===== src/rtl/uart_pkg.sv =====
// Shared UART definitions: FSM state encoding and default clock/baud
// settings, reused by both the transmitter and the matching receiver.
package uart_pkg;

   typedef enum logic [1:0] {
      IDLE  = 2'd0,
      START = 2'd1,
      DATA  = 2'd2,
      STOP  = 2'd3
   } uart_state_t;

   localparam int DEF_CLK_FREQ_HZ = 27_000_000;
   localparam int DEF_BAUD_RATE   = 115_200;

   function automatic int clks_per_bit(input int clk_hz, input int baud);
      return clk_hz / baud;
   endfunction

endpackage


===== src/rtl/uart_baud_tick.sv =====
// Bit-period timer: counts 0..CLKS_PER_BIT-1 and flags the last cycle of
// each bit. A synchronous clear parks the count at zero.
module uart_baud_tick
   import uart_pkg::*;
#(
   parameter int CLKS_PER_BIT = 4
) (
   input  logic clk_i,
   input  logic rst_i,
   input  logic clr_i,
   output logic bit_end_o
);

   localparam int CNT_W = $clog2(CLKS_PER_BIT);
   localparam logic [CNT_W-1:0] CNT_LAST = CNT_W'(CLKS_PER_BIT - 1);

   logic [CNT_W-1:0] r_cnt;
   logic             w_last;

   assign w_last    = (r_cnt == CNT_LAST);
   assign bit_end_o = w_last;

   always_ff @(posedge clk_i) begin
      if (rst_i || clr_i) begin
         r_cnt <= '0;
      end else if (w_last) begin
         r_cnt <= '0;
      end else begin
         r_cnt <= r_cnt + 1'b1;
      end
   end

endmodule


===== src/rtl/uart_tx.sv =====
// UART transmitter fed from a show-ahead FIFO: pops one word per frame and
// serialises it as start bit, DATA_WIDTH bits LSB first, and one stop bit.
//
//   state | meaning
//   IDLE  | line high, waiting for a word in the FIFO
//   START | start bit (low) for one bit period
//   DATA  | data bits, LSB first, one bit period each
//   STOP  | stop bit (high); may pop the next word on its last cycle
module uart_tx
   import uart_pkg::*;
#(
   parameter int CLK_FREQ_HZ = DEF_CLK_FREQ_HZ,
   parameter int BAUD_RATE   = DEF_BAUD_RATE,
   parameter int DATA_WIDTH  = 8
) (
   input  logic                  clk_i,
   input  logic                  rst_i,
   input  logic [DATA_WIDTH-1:0] rdata_i,
   input  logic                  empty_i,
   output logic                  rd_o,
   output logic                  tx_o,
   output logic                  busy_o
);

   localparam int CLKS_PER_BIT = clks_per_bit(CLK_FREQ_HZ, BAUD_RATE);
   localparam int BIT_W        = (DATA_WIDTH > 1) ? $clog2(DATA_WIDTH) : 1;
   localparam logic [BIT_W-1:0] BIT_LAST = BIT_W'(DATA_WIDTH - 1);

   generate
      if (CLKS_PER_BIT < 2) begin : g_bad_baud
         $error("uart_tx: CLK_FREQ_HZ/BAUD_RATE must be at least 2");
      end
      if (DATA_WIDTH < 2) begin : g_bad_width
         $error("uart_tx: DATA_WIDTH must be at least 2");
      end
   endgenerate

   uart_state_t           r_state;
   logic [DATA_WIDTH-1:0] r_shift;
   logic [BIT_W-1:0]      r_bit;
   logic                  r_tx;
   logic                  r_busy;
   logic                  w_bit_end;
   logic                  w_pop;

   uart_baud_tick #(
      .CLKS_PER_BIT(CLKS_PER_BIT)
   ) u_baud (
      .clk_i    (clk_i),
      .rst_i    (rst_i),
      .clr_i    (r_state == IDLE),
      .bit_end_o(w_bit_end)
   );

   // The pop must coincide with the capture edge of the show-ahead word, so
   // it is decoded from registered state rather than registered itself.
   assign w_pop = !rst_i && !empty_i &&
                  ((r_state == IDLE) || ((r_state == STOP) && w_bit_end));

   assign rd_o   = w_pop;
   assign tx_o   = r_tx;
   assign busy_o = r_busy;

   always_ff @(posedge clk_i) begin
      if (rst_i) begin
         r_state <= IDLE;
         r_shift <= '0;
         r_bit   <= '0;
         r_tx    <= 1'b1;
         r_busy  <= 1'b0;
      end else begin
         case (r_state)
            IDLE: begin
               if (w_pop) begin
                  r_shift <= rdata_i;
                  r_bit   <= '0;
                  r_tx    <= 1'b0;
                  r_busy  <= 1'b1;
                  r_state <= START;
               end
            end
            START: begin
               if (w_bit_end) begin
                  r_tx    <= r_shift[0];
                  r_state <= DATA;
               end
            end
            DATA: begin
               if (w_bit_end) begin
                  if (r_bit == BIT_LAST) begin
                     r_bit   <= '0;
                     r_tx    <= 1'b1;
                     r_state <= STOP;
                  end else begin
                     r_bit   <= r_bit + 1'b1;
                     r_shift <= r_shift >> 1;
                     r_tx    <= r_shift[1];
                  end
               end
            end
            STOP: begin
               if (w_bit_end) begin
                  if (w_pop) begin
                     r_shift <= rdata_i;
                     r_bit   <= '0;
                     r_tx    <= 1'b0;
                     r_state <= START;
                  end else begin
                     r_busy  <= 1'b0;
                     r_state <= IDLE;
                  end
               end
            end
            default: begin
               r_tx    <= 1'b1;
               r_busy  <= 1'b0;
               r_state <= IDLE;
            end
         endcase
      end
   end

endmodule


===== config.mk =====
export PLATFORM = sky130hd
export DESIGN_NAME = uart_tx
export DESIGN_NICKNAME = d
export VERILOG_FILES = /design/src/rtl/uart_pkg.sv /design/src/rtl/uart_baud_tick.sv /design/src/rtl/uart_tx.sv
export SDC_FILE = /design/constraint.sdc
export NUM_CORES = 1
export LEC_CHECK = 0
export BUFFER_PORTS_ARGS = -buffer_cell sky130_fd_sc_hd__buf_2
export CAP_MARGIN = 30
export CORE_MARGIN = 3
export CORE_UTILIZATION = 35
export CTS_CLUSTER_SIZE = 14
export DETAILED_ROUTE_END_ITERATION = 10
export PLACE_DENSITY = 0.52
export SLEW_MARGIN = 20
export SYNTH_ARGS = -nofsm -noshare
export SYNTH_HDL_FRONTEND = slang
export SYNTH_HIERARCHICAL = 1
export SYNTH_SLANG_ARGS = --single-unit

===== constraint.sdc =====
create_clock -name clk_i -period 5.3 [get_ports clk_i]
set_input_delay 1.06 -clock clk_i [delete_from_list [all_inputs] [get_ports clk_i]]
set_output_delay 1.06 -clock clk_i [all_outputs]
set_load 0.02 [all_outputs]

Yosys cells after proc, flatten, opt, wreduce, memory -nomap -nowiden
Index checks and enable logic that the tools add are counted.

word-level totals
  register bits = 23
  bits of input ports = 11
  word-level logic and storage cells = 63

operators by class
  add/sub/neg operators = 2
  equal/unequal tests = 12
  mux-type cells = 27
  reduce and logical (&&, ||, !) cells = 16

operator list
  kind                   count
  $mux W8                4
  $pmux W8 S3            1
  $ne A2 B2 Y1 const B   7
  $mux W3                4
  $mux W2                5
  $mux W1                9
  $pmux W3 S3            1
  $add A8 B1 Y8 const B  1
  $eq A8 B8 Y1 const B   1
  $pmux W2 S4            1
  $reduce_and A4 Y1      2
  $reduce_and A3 Y1      2
  $reduce_and A5 Y1      1
  $eq A2 B2 Y1 const B   2
  $pmux W1 S4            1
  $add A3 B1 Y3 const B  1
  $eq A3 B3 Y1 const B   1
  $logic_and A1 B1 Y1    3
  $reduce_bool A3 Y1     1
  $eq A2 B1 Y1 const B   1
  $logic_not A1 Y1       2
  $logic_not A2 Y1       1
  $logic_or A1 B1 Y1     2
  $pmux W1 S2            1
  2 further kinds        2

Logic depth before layout (Yosys ltp)
Gate-level depths: netlist of run 1.

  depth in word-level cells = 7
  mapped depth = 11
  gate-level depth less buffers = 8

Hierarchy
Netlist of run 1, hierarchy kept.

by module, submodules not included
  module          instances  cells an instance  area each (sq um)
  uart_tx         1          100                918.4
  uart_baud_tick  1          39                 361.6

Worst setup path before layout of run 1
Ideal clock, no wire load.

  path kind = input port to output port
  from = input port rst_i
  to = output port rd_o
  data arrival time = 1,949 ps
  required time = 4,240 ps
  slack = 2,291 ps
  stages = 3
  path buffers = 2
  path through = clkbuf_1 -> clkbuf_1 -> nor3_1

between the ends
  cells in the longest elaborated chain, start to end = 3

ends and longest elaborated chain
  item                               line           source
  start: declaration                 uart_tx.sv:17  input logic rst_i,
  $logic_not A1 Y1                   uart_tx.sv:57  assign w_pop = !rst_i && !empty_i &&
  $logic_and A1 B1 Y1 (2 in series)  uart_tx.sv:57
  end: declaration                   uart_tx.sv:20  output logic rd_o,

No other way between the ends.

Worst setup path after layout of run 1
  from = register u_baud.r_cnt[2]
  to = output port rd_o

between the ends
  cells in the longest elaborated chain, start to end = 4

ends and longest elaborated chain
  item                      line                  source
  start: declaration        uart_baud_tick.sv:17  logic [CNT_W-1:0] r_cnt;
  start signal: assignment  uart_baud_tick.sv:29  r_cnt <= r_cnt + 1'b1;
  $eq A8 B8 Y1              uart_baud_tick.sv:20  assign w_last = (r_cnt == CNT_LAST);
  via w_bit_end             uart_tx.sv:43         logic w_bit_end;
  $logic_and A1 B1 Y1       uart_tx.sv:58         ((r_state == IDLE) || ((r_state == STOP) && w_bit_end));
  $logic_or A1 B1 Y1        uart_tx.sv:58
  $logic_and A1 B1 Y1       uart_tx.sv:57

The timed path passes the listed nets, and every way through them passes these cells.

==> impl_metrics.csv, run 1 <==
group,metric,value,unit
place,place.port_buffers,13,
global_route,use_met2,0.233,
min_path,min_to,"r_bit[1]",
power,p_leak,0.490,nW
die,die_area,4420,µm²
die,rows,21,
timing,fin_ws,2130,ps
setup_path,rr_worst_depth,6,
clock_network,cts_sinks,23,
timing,slew_viol_final,0,
setup_path,start_kind,"flop",
timing,tns,0,ps
place,place_inst,190,
place,dp_hpwl,1790,µm
min_path,hold_class,"flop to flop",
finish,instances_no_fill,194,
yosys,ys_seq_area_frac,0.360,
clock_network,h-tree-depth,1,
clock_network,clk_pin_slew,130,ps
clock_network,cts.root.buffer_cell,"clkbuf_4",
detailed_routing,drt_pass1_iterations,4,
power,ir_worst_vdd,0.179,mV
die,die_w,66.5,µm
detailed_routing,via_per_inst,5.29,
global_route,top_usage_layer,"met2",
clock_network,post_cts_buffers,0,
yosys,synth_seq_cells,23,
global_route,grt_pass1_wl,4280,µm
power,powerDensity,428,nW/µm²
clock_network,hold_buffers,0,
finish,antenna_cells,0,
yosys,avgSynthCellArea,9.21,µm²
global_route,grt_use_met1,0.137,
timing,tightestPinTransition,788,ps
die,io_pins,14,
setup_path,crit_required,4240,ps
die,start_util,0.375,
die,core_area,3420,µm²
setup_path,crit_arrival,2110,ps
place,routabilityCongestion,0.823,
min_path,worstHoldPathCells,2,
detailed_routing,ant_nets,0,
clock_network,cts_buffer_depth,2,
yosys,synthDistinctLibCells,41,
power,power,0.584,mW
yosys,synth_ff_type,"dfxtp_1",
clock_network,clk_latency,310,ps
setup_path,critPathMaxStageDelay,520,ps
clock_network,cts_tree,"done",
clock_network,cts_resized,0,
detailed_routing,wl_per_cell,13.2,µm
detailed_routing,vias,1026,
global_route,grt_max_degree,21,
finish,final_layout_size_suffix_gt1_frac,0.169,
finish,n_fill_cell,353,
finish,area_growth,6.65,%
detailed_routing,wirelength,2570,µm
global_route,antenna_found_initial,0,
setup_path,r2r_start,"u_baud/r_cnt[2]",
finish,layout.nets,169,
detailed_routing,drtIter0Drc,40,
timing,clock_skew,6.93,ps
timing,fin_crit_sh,0.598,
yosys,syn_inst,139,
setup_path,path_class,"flop to output port",
timing,slew_headroom,0.475,
timing,period_minus_slack,3170,ps
yosys,syn_nets,159,
timing,hold_violations,0,
die,fp.dieH,66.5,µm
setup_path,critPathMaxFanout,10,
global_route,grt_overflow_total,0,
timing,timing.fmax,316,MHz
setup_path,end_kind,"output port",
yosys,yosysWarnings,6,
yosys,synth_area,1280,µm²
global_route,grtUsageTotal,0.125,
timing,setup_viol,0,
global_route,grt_pass1_vias,971,
timing,rsz0062_at_grt,"false",
yosys,synthArstFlopShare,0,
clock_network,cts_made_buffers,3,
place,dpl_worst_slack,2540,ps
global_route,grtUsageMet3,0.0371,
setup_path,cpMaxStageDelayCell,"nor2_1",
job,drv_cap,0,
setup_path,r2r_slack,2640,ps
run_status,status,"finished, final reports clean",
min_path,holdCritStartpoint,"r_bit[1]",
detailed_routing,drcViolationCount,0,
yosys,synth_edf_count,0,
timing,whs,467,ps
setup_path,r2r_end,"r_shift[5]",
setup_path,crit_chain,"or3b_1 > nor2_1 > a21oi_1 > nor3_1 > buf_2",
-- cells in the mapped netlist, drive strengths merged (2+ instances only) --
cell type	number	area share
inv	6	0.018
or3b	2	0.016
ha	9	0.088
mux2i	8	0.063
nand4	2	0.0098
o31ai	2	0.022
clkbuf	3	0.0088
nor2	16	0.047
nand2	6	0.020
dfxtp	23	0.36
or3	2	0.0098
buf	5	0.041
a311oi	7	0.048
nor3	3	0.012
o21ai	7	0.036
xor2	2	0.014
nand3	3	0.012
a21oi	16	0.065
-- worst max-delay path: cells and delay by family, from the launching register on --
kind	cells	cell delay, ps
and+or+nand+nor	3	1100
AOI/OAI and AO/OA	1	150
DFF	1	370
buffers and inverters	1	190
-- kinds of logic (layout without fill, tap and decap cells) --
group / count (synthesis) / count (layout) / share of synthesized area
muxes: 8 / 8 / 0.0626
and+or+nand+nor: 39 / 39 / 0.157
AOI/OAI and AO/OA: 43 / 43 / 0.244
DFF: 23 / 23 / 0.360
xor gates and xnor gates: 3 / 3 / 0.0205
buffers and inverters: 14 / 23 / 0.0674
adders and majority gates: 9 / 9 / 0.0880
-- cell usage in the layout (no fill, tap or decap), types with 2 or more instances in the layout --
cell and count:
nor3_1 3, ha_1 9, clkbuf_4 3, o21ai_0 6, buf_2 13, nand3_1 3, xor2_1 2, a21oi_1 15
inv_1 6, or3_1 2, nor2_1 16, dfxtp_1 23, mux2i_1 8, a311oi_1 7, nand4_1 2, nand2_1 5
-- layer usage --
metal	up-vias	routed length [µm]
met5	-	0
met4	0	16
met3	2	58
met2	4	1330
met1	492	1170
li1	528	-
-- registers in the layout, summed over array words and instances (netlist names) --
register	count
tx_o	1
r_bit	3
busy_o	1
u_baud/r_cnt	8
r_shift	8
r_state	2
-- stage by stage --
stage                util  cell area, µm²
floorplan               -            1280
global placement    0.392            1340
detailed placement  0.392            1340
CTS                 0.400            1370
global route        0.400            1370
finish              0.400            1370
-- cell type report --
| class | count | area, µm² | area share |
|---|---|---|---|
| multi-input cells | 102 | 733 | 0.537 |
| flip-flops and latches | 23 | 460 | 0.337 |
| clock buffers | 4 | 26.3 | 0.0192 |
| repair buffers | 13 | 65.1 | 0.0477 |
| inverters | 6 | 22.5 | 0.0165 |
| well taps | 46 | 57.6 | 0.0422 |
-- report_power, final --
part	switching [mW]	internal, mW
Clock	0.0528	0.0294
Sequential	0.0266	0.212
Combinational	0.157	0.106
-- worst max-delay path by stage --
stage	startpoint	slack (ps)	end	cells past startpoint
2_1_floorplan	rst_i	2290	rd_o	3
3_3_place_gp	u_baud/r_cnt[2]	2530	rd_o	5
3_5_place_dp	u_baud/r_cnt[2]	2540	rd_o	5
4_1_cts	u_baud/r_cnt[2]	2150	rd_o	5
5_1_grt	u_baud/r_cnt[2]	2010	rd_o	5
6_report	u_baud/r_cnt[2]	2130	rd_o	5
No activity file was read; power rests on OpenSTA's default activity.
==> run 2: changes to the inputs <==
PLACE_DENSITY = 0.54   (was 0.52)
clock period = 2.8 ns   (was 5.3 ns; I/O delays follow)
==> run 2 against run 1 <==
Effect of this change: total power grew 90%; global-route usage decreased by 0.19 points; utilization is 0.48 points higher; count of clock-buffer cells in the layout down 1; cell count grew 1.0%; critical path depth increased by 1; largest cell class unchanged.
==> impl_metrics.csv, run 2 (synthesis results as in run 1) <==
group,metric,value,unit
run_status,status,"finished, final reports clean",
detailed_routing,drt_pass1_iterations,4,
die,rows,21,
global_route,grt_overflow_total,0,
place,place.port_buffers,13,
die,io_pins,14,
clock_network,cts_made_buffers,3,
detailed_routing,drtIter0Drc,53,
finish,layout.nets,171,
timing,period_minus_slack,2430,ps
clock_network,cts.root.buffer_cell,"clkbuf_4",
setup_path,cp-endpoint,"rd_o",
detailed_routing,ant_nets,0,
clock_network,cts_tree,"done",
timing,timing.fmax,412,MHz
global_route,grtUsageTotal,0.123,
finish,final_layout_size_suffix_gt1_frac,0.187,
timing,slew_viol_final,0,
die,die_area,4420,µm²
setup_path,cp-startpoint,"u_baud/r_cnt[2]",
clock_network,post_cts_buffers,0,
die,fp.dieH,66.5,µm
global_route,grt_max_degree,21,
clock_network,clk_pin_slew,130,ps
setup_path,r2r_end,"r_shift[5]",
setup_path,start_kind,"flop",
finish,area_growth,7.92,%
clock_network,cts_resized,0,
clock_network,hold_buffers,0,
timing,clock_skew,5.75,ps
timing,tns,0,ps
detailed_routing,wl_per_cell,12.5,µm
clock_network,h-tree-depth,1,
setup_path,path_class,"flop to output port",
setup_path,end_kind,"output port",
timing,tightestPinTransition,574,ps
detailed_routing,wirelength,2460,µm
place,dp_hpwl,1780,µm
global_route,antenna_found_initial,0,
timing,rsz0062_at_grt,"false",
detailed_routing,vias,1044,
timing,setup_viol,0,
place,routabilityCongestion,0.723,
timing,slew_headroom,0.618,
finish,antenna_cells,0,
die,start_util,0.375,
setup_path,r2r_slack,550,ps
clock_network,cts_sinks,23,
die,core_area,3420,µm²
setup_path,crit_arrival,1870,ps
power,powerDensity,802,nW/µm²
setup_path,crit_required,2240,ps
power,p_leak,0.504,nW
job,drv_cap,0,
global_route,grt_pass1_vias,958,
min_path,hold_class,"flop to flop",
finish,final_common_cell,"dfxtp_1",
timing,hold_violations,0,
setup_path,critPathMaxFanout,9,
die,die_w,66.5,µm
detailed_routing,drcViolationCount,0,
global_route,grt_pass1_wl,4190,µm
timing,fin_crit_sh,0.866,
setup_path,r2r_start,"u_baud/r_cnt[2]",
finish,final_cell_mix,"dfxtp_1 (23), nor2_1 (16), a21oi_1 (15), buf_2 (13), ha_1 (9)",
setup_path,rr_worst_depth,7,
power,ir_worst_vdd,0.511,mV
power,power,1.11,mW
detailed_routing,via_per_inst,5.33,
clock_network,clk_latency,320,ps
finish,reg_top3,"r_shift (8), u_baud/r_cnt (8), r_bit (3)",
clock_network,cts_buffer_depth,2,
run 2: final cells by class:
cell class | count | area (µm²)
Inverter | 6 | 22.5
Tap cell | 46 | 57.6
Clock inverter | 1 | 5.00
Sequential cell | 23 | 460
Multi-Input combinational cell | 102 | 733
Clock buffer | 3 | 22.5
Timing Repair Buffer | 15 | 80.1
Fill cell | 369 | 2030
run 2: worst min path at each step:
stage	from	end	depth (start not counted)
2_1_floorplan	r_bit[1]	r_bit[1]	2
3_3_place_gp	r_bit[1]	r_bit[1]	2
3_5_place_dp	r_bit[1]	r_bit[1]	2
4_1_cts	r_bit[1]	r_bit[1]	2
5_1_grt	r_bit[1]	r_bit[1]	2
6_report	r_bit[1]	r_bit[1]	2
run 2: stage by stage:
step                      instance area, µm²  hold slack, ps  worst slack (ps)   util  std cells
final                                   1380             467               374  0.404        196
after global routing                    1380             515               231  0.404        196
after CTS                               1380             472               362  0.404        196
after detailed placement                1350             455               599  0.396        192
after global placement                  1350             442               669  0.396        192
after floorplan                         1280             436               692      -        139
run 2: power by group:
group	total, mW	switching [mW]	internal, mW
Sequential	0.451	0.0502	0.401
Clock	0.160	0.106	0.0535
Combinational	0.497	0.293	0.204
run 2: critical path: stages (launching register included):
cell	delay [ps]
dfxtp_1	380
or3b_1	450
nor2_1	150
buf_4	180
a21oi_1	70
nor3_1	130
buf_2	190
run 2: per-layer routing:
layer | vias to the layer above | GRT usage | wire length, µm
met5 | - | 0 | 0
met4 | 0 | 0.0406 | 31
met3 | 4 | 0.0422 | 77
met2 | 14 | 0.206 | 1120
met1 | 495 | 0.147 | 1230
li1 | 531 | - | -
==> run 3: changes to the inputs <==
CORE_ASPECT_RATIO = 0.9   (was not set)
==> run 3 against run 2 <==
Effect of this change: worst setup slack got worse by 32 ps; cell count down 1.0%; utilization rose by 0.10 points; total power is 5.2% higher; critical endpoint unchanged; largest power group unchanged.
==> impl_metrics.csv, run 3 (synthesis results as in run 1) <==
group,metric,value,unit
timing,rsz0062_at_grt,"false",
finish,layout.nets,171,
power,ir_worst_vdd,0.368,mV
clock_network,cts_tree,"done",
finish,reg_top3,"r_shift (8), u_baud/r_cnt (8), r_bit (3)",
detailed_routing,wirelength,2470,µm
timing,clock_skew,3.15,ps
detailed_routing,drcViolationCount,0,
die,rows,20,
die,die_area,4420,µm²
power,combPwrFrac,0.431,
die,io_pins,14,
clock_network,cts_resized,0,
timing,fin_crit_sh,0.878,
finish,n_fill_cell,351,
detailed_routing,drt_pass1_iterations,4,
job,drv_cap,0,
clock_network,clk_pin_slew,90,ps
die,die_w,69.7,µm
global_route,grt_max_degree,21,
finish,final_common_cell,"dfxtp_1",
place,place.port_buffers,13,
finish,antenna_cells,0,
run_status,status,"finished, final reports clean",
clock_network,hold_buffers,0,
clock_network,h-tree-depth,1,
finish,postLayoutCoreUtil,0.405,
finish,final_cell_mix,"dfxtp_1 (23), nor2_1 (16), a21oi_1 (15), buf_2 (13), ha_1 (9)",
global_route,antenna_found_initial,0,
setup_path,critPathMaxFanout,7,
setup_path,crit_required,2240,ps
global_route,grt_overflow_total,0,
power,seqPwrFrac,0.385,
power,powerDensity,833,nW/µm²
global_route,grtUsageTotal,0.127,
global_route,grt_pass1_vias,997,
clock_network,post_cts_buffers,0,
clock_network,cts_buffer_depth,2,
setup_path,end_kind,"output port",
timing,slew_viol_final,0,
timing,timing.fmax,407,MHz
global_route,grt_pass1_wl,4600,µm
detailed_routing,vias,1014,
timing,setup_viol,0,
min_path,hold_class,"flop to flop",
die,fp.dieH,63.4,µm
timing,slew_headroom,0.644,
timing,hold_violations,0,
place,routabilityCongestion,0.819,
power,swShare,0.393,
setup_path,path_class,"flop to output port",
finish,final_layout_size_suffix_gt1_frac,0.187,
clock_network,cts_made_buffers,3,
setup_path,start_kind,"flop",
setup_path,crit_arrival,1900,ps
place,dp_hpwl,1830,µm
detailed_routing,ant_nets,0,
clock_network,clk_latency,270,ps
detailed_routing,wl_per_cell,12.7,µm
timing,period_minus_slack,2460,ps
timing,tightestPinTransition,534,ps
detailed_routing,drtIter0Drc,73,
power,p_leak,0.508,nW
die,start_util,0.371,
finish,area_growth,9.38,%
detailed_routing,via_per_inst,5.23,
power,power.clock.fraction,0.184,
power,intPower,0.707,mW
timing,whs,467,ps
timing,tns,0,ps
power,switching_power,0.459,mW
clock_network,cts.root.buffer_cell,"clkbuf_8",
die,core_area,3450,µm²
clock_network,cts_sinks,23,
power,power,1.17,mW
## run 3: cell count changes in the layout (fill, tap and decap cells not counted), sizes merged
cell,before,now
clkinv,1,0
clkinvlp,0,1
## run 3: stage by stage
step	setup slack (ps)	std cells	instance area (µm²)
finish	343	194	1400
detailed placement	388	190	1350
CTS	328	194	1400
global placement	463	190	1350
floorplan	692	139	1280
global route	75.3	194	1400
## run 3: layout make-up
type,count,area [µm²],area share
multi-input combinational,102,733,0.524
sequential,23,460,0.329
timing repair buffer,15,80.1,0.0572
tap,44,55.1,0.0393
clock buffer,3,41.3,0.0295
inverter,6,22.5,0.0161
clock inverter,1,7.51,0.00536
## run 3: worst paths after layout
path	from	to	slack, ps	depth (start not counted)
worst max-delay path	u_baud/r_cnt[2]	rd_o	340	5
worst min register to register	r_bit[1]	r_bit[1]	470	2
worst min-delay path	r_bit[1]	r_bit[1]	470	2
worst max register to register	u_baud/r_cnt[2]	r_shift[1]	370	6
## run 3: power by group through the flow
stage                     sequential [mW]  combinational, mW  clock (mW)
after CTS                           0.450              0.504       0.224
after floorplan                     0.458              0.435           0
after detailed placement            0.457              0.502           0
after global placement              0.454              0.490           0
final                               0.449              0.503       0.214
after global routing                0.464              0.575       0.237
## run 3: worst max-delay path, cell delays in order, from the launching register on
cell	delay (ps)
dfxtp_1	360
or3b_1	440
nor2_1	350
a21oi_1	130
nor3_1	150
buf_2	190
## run 3: routing by layer
metal	part of all wire	vias up	track usage
met3	0.036	2	0.0399
met2	0.45	14	0.208
met4	0.0053	0	0.0215
li1	-	530	-
met5	0	-	0
met1	0.50	468	0.167
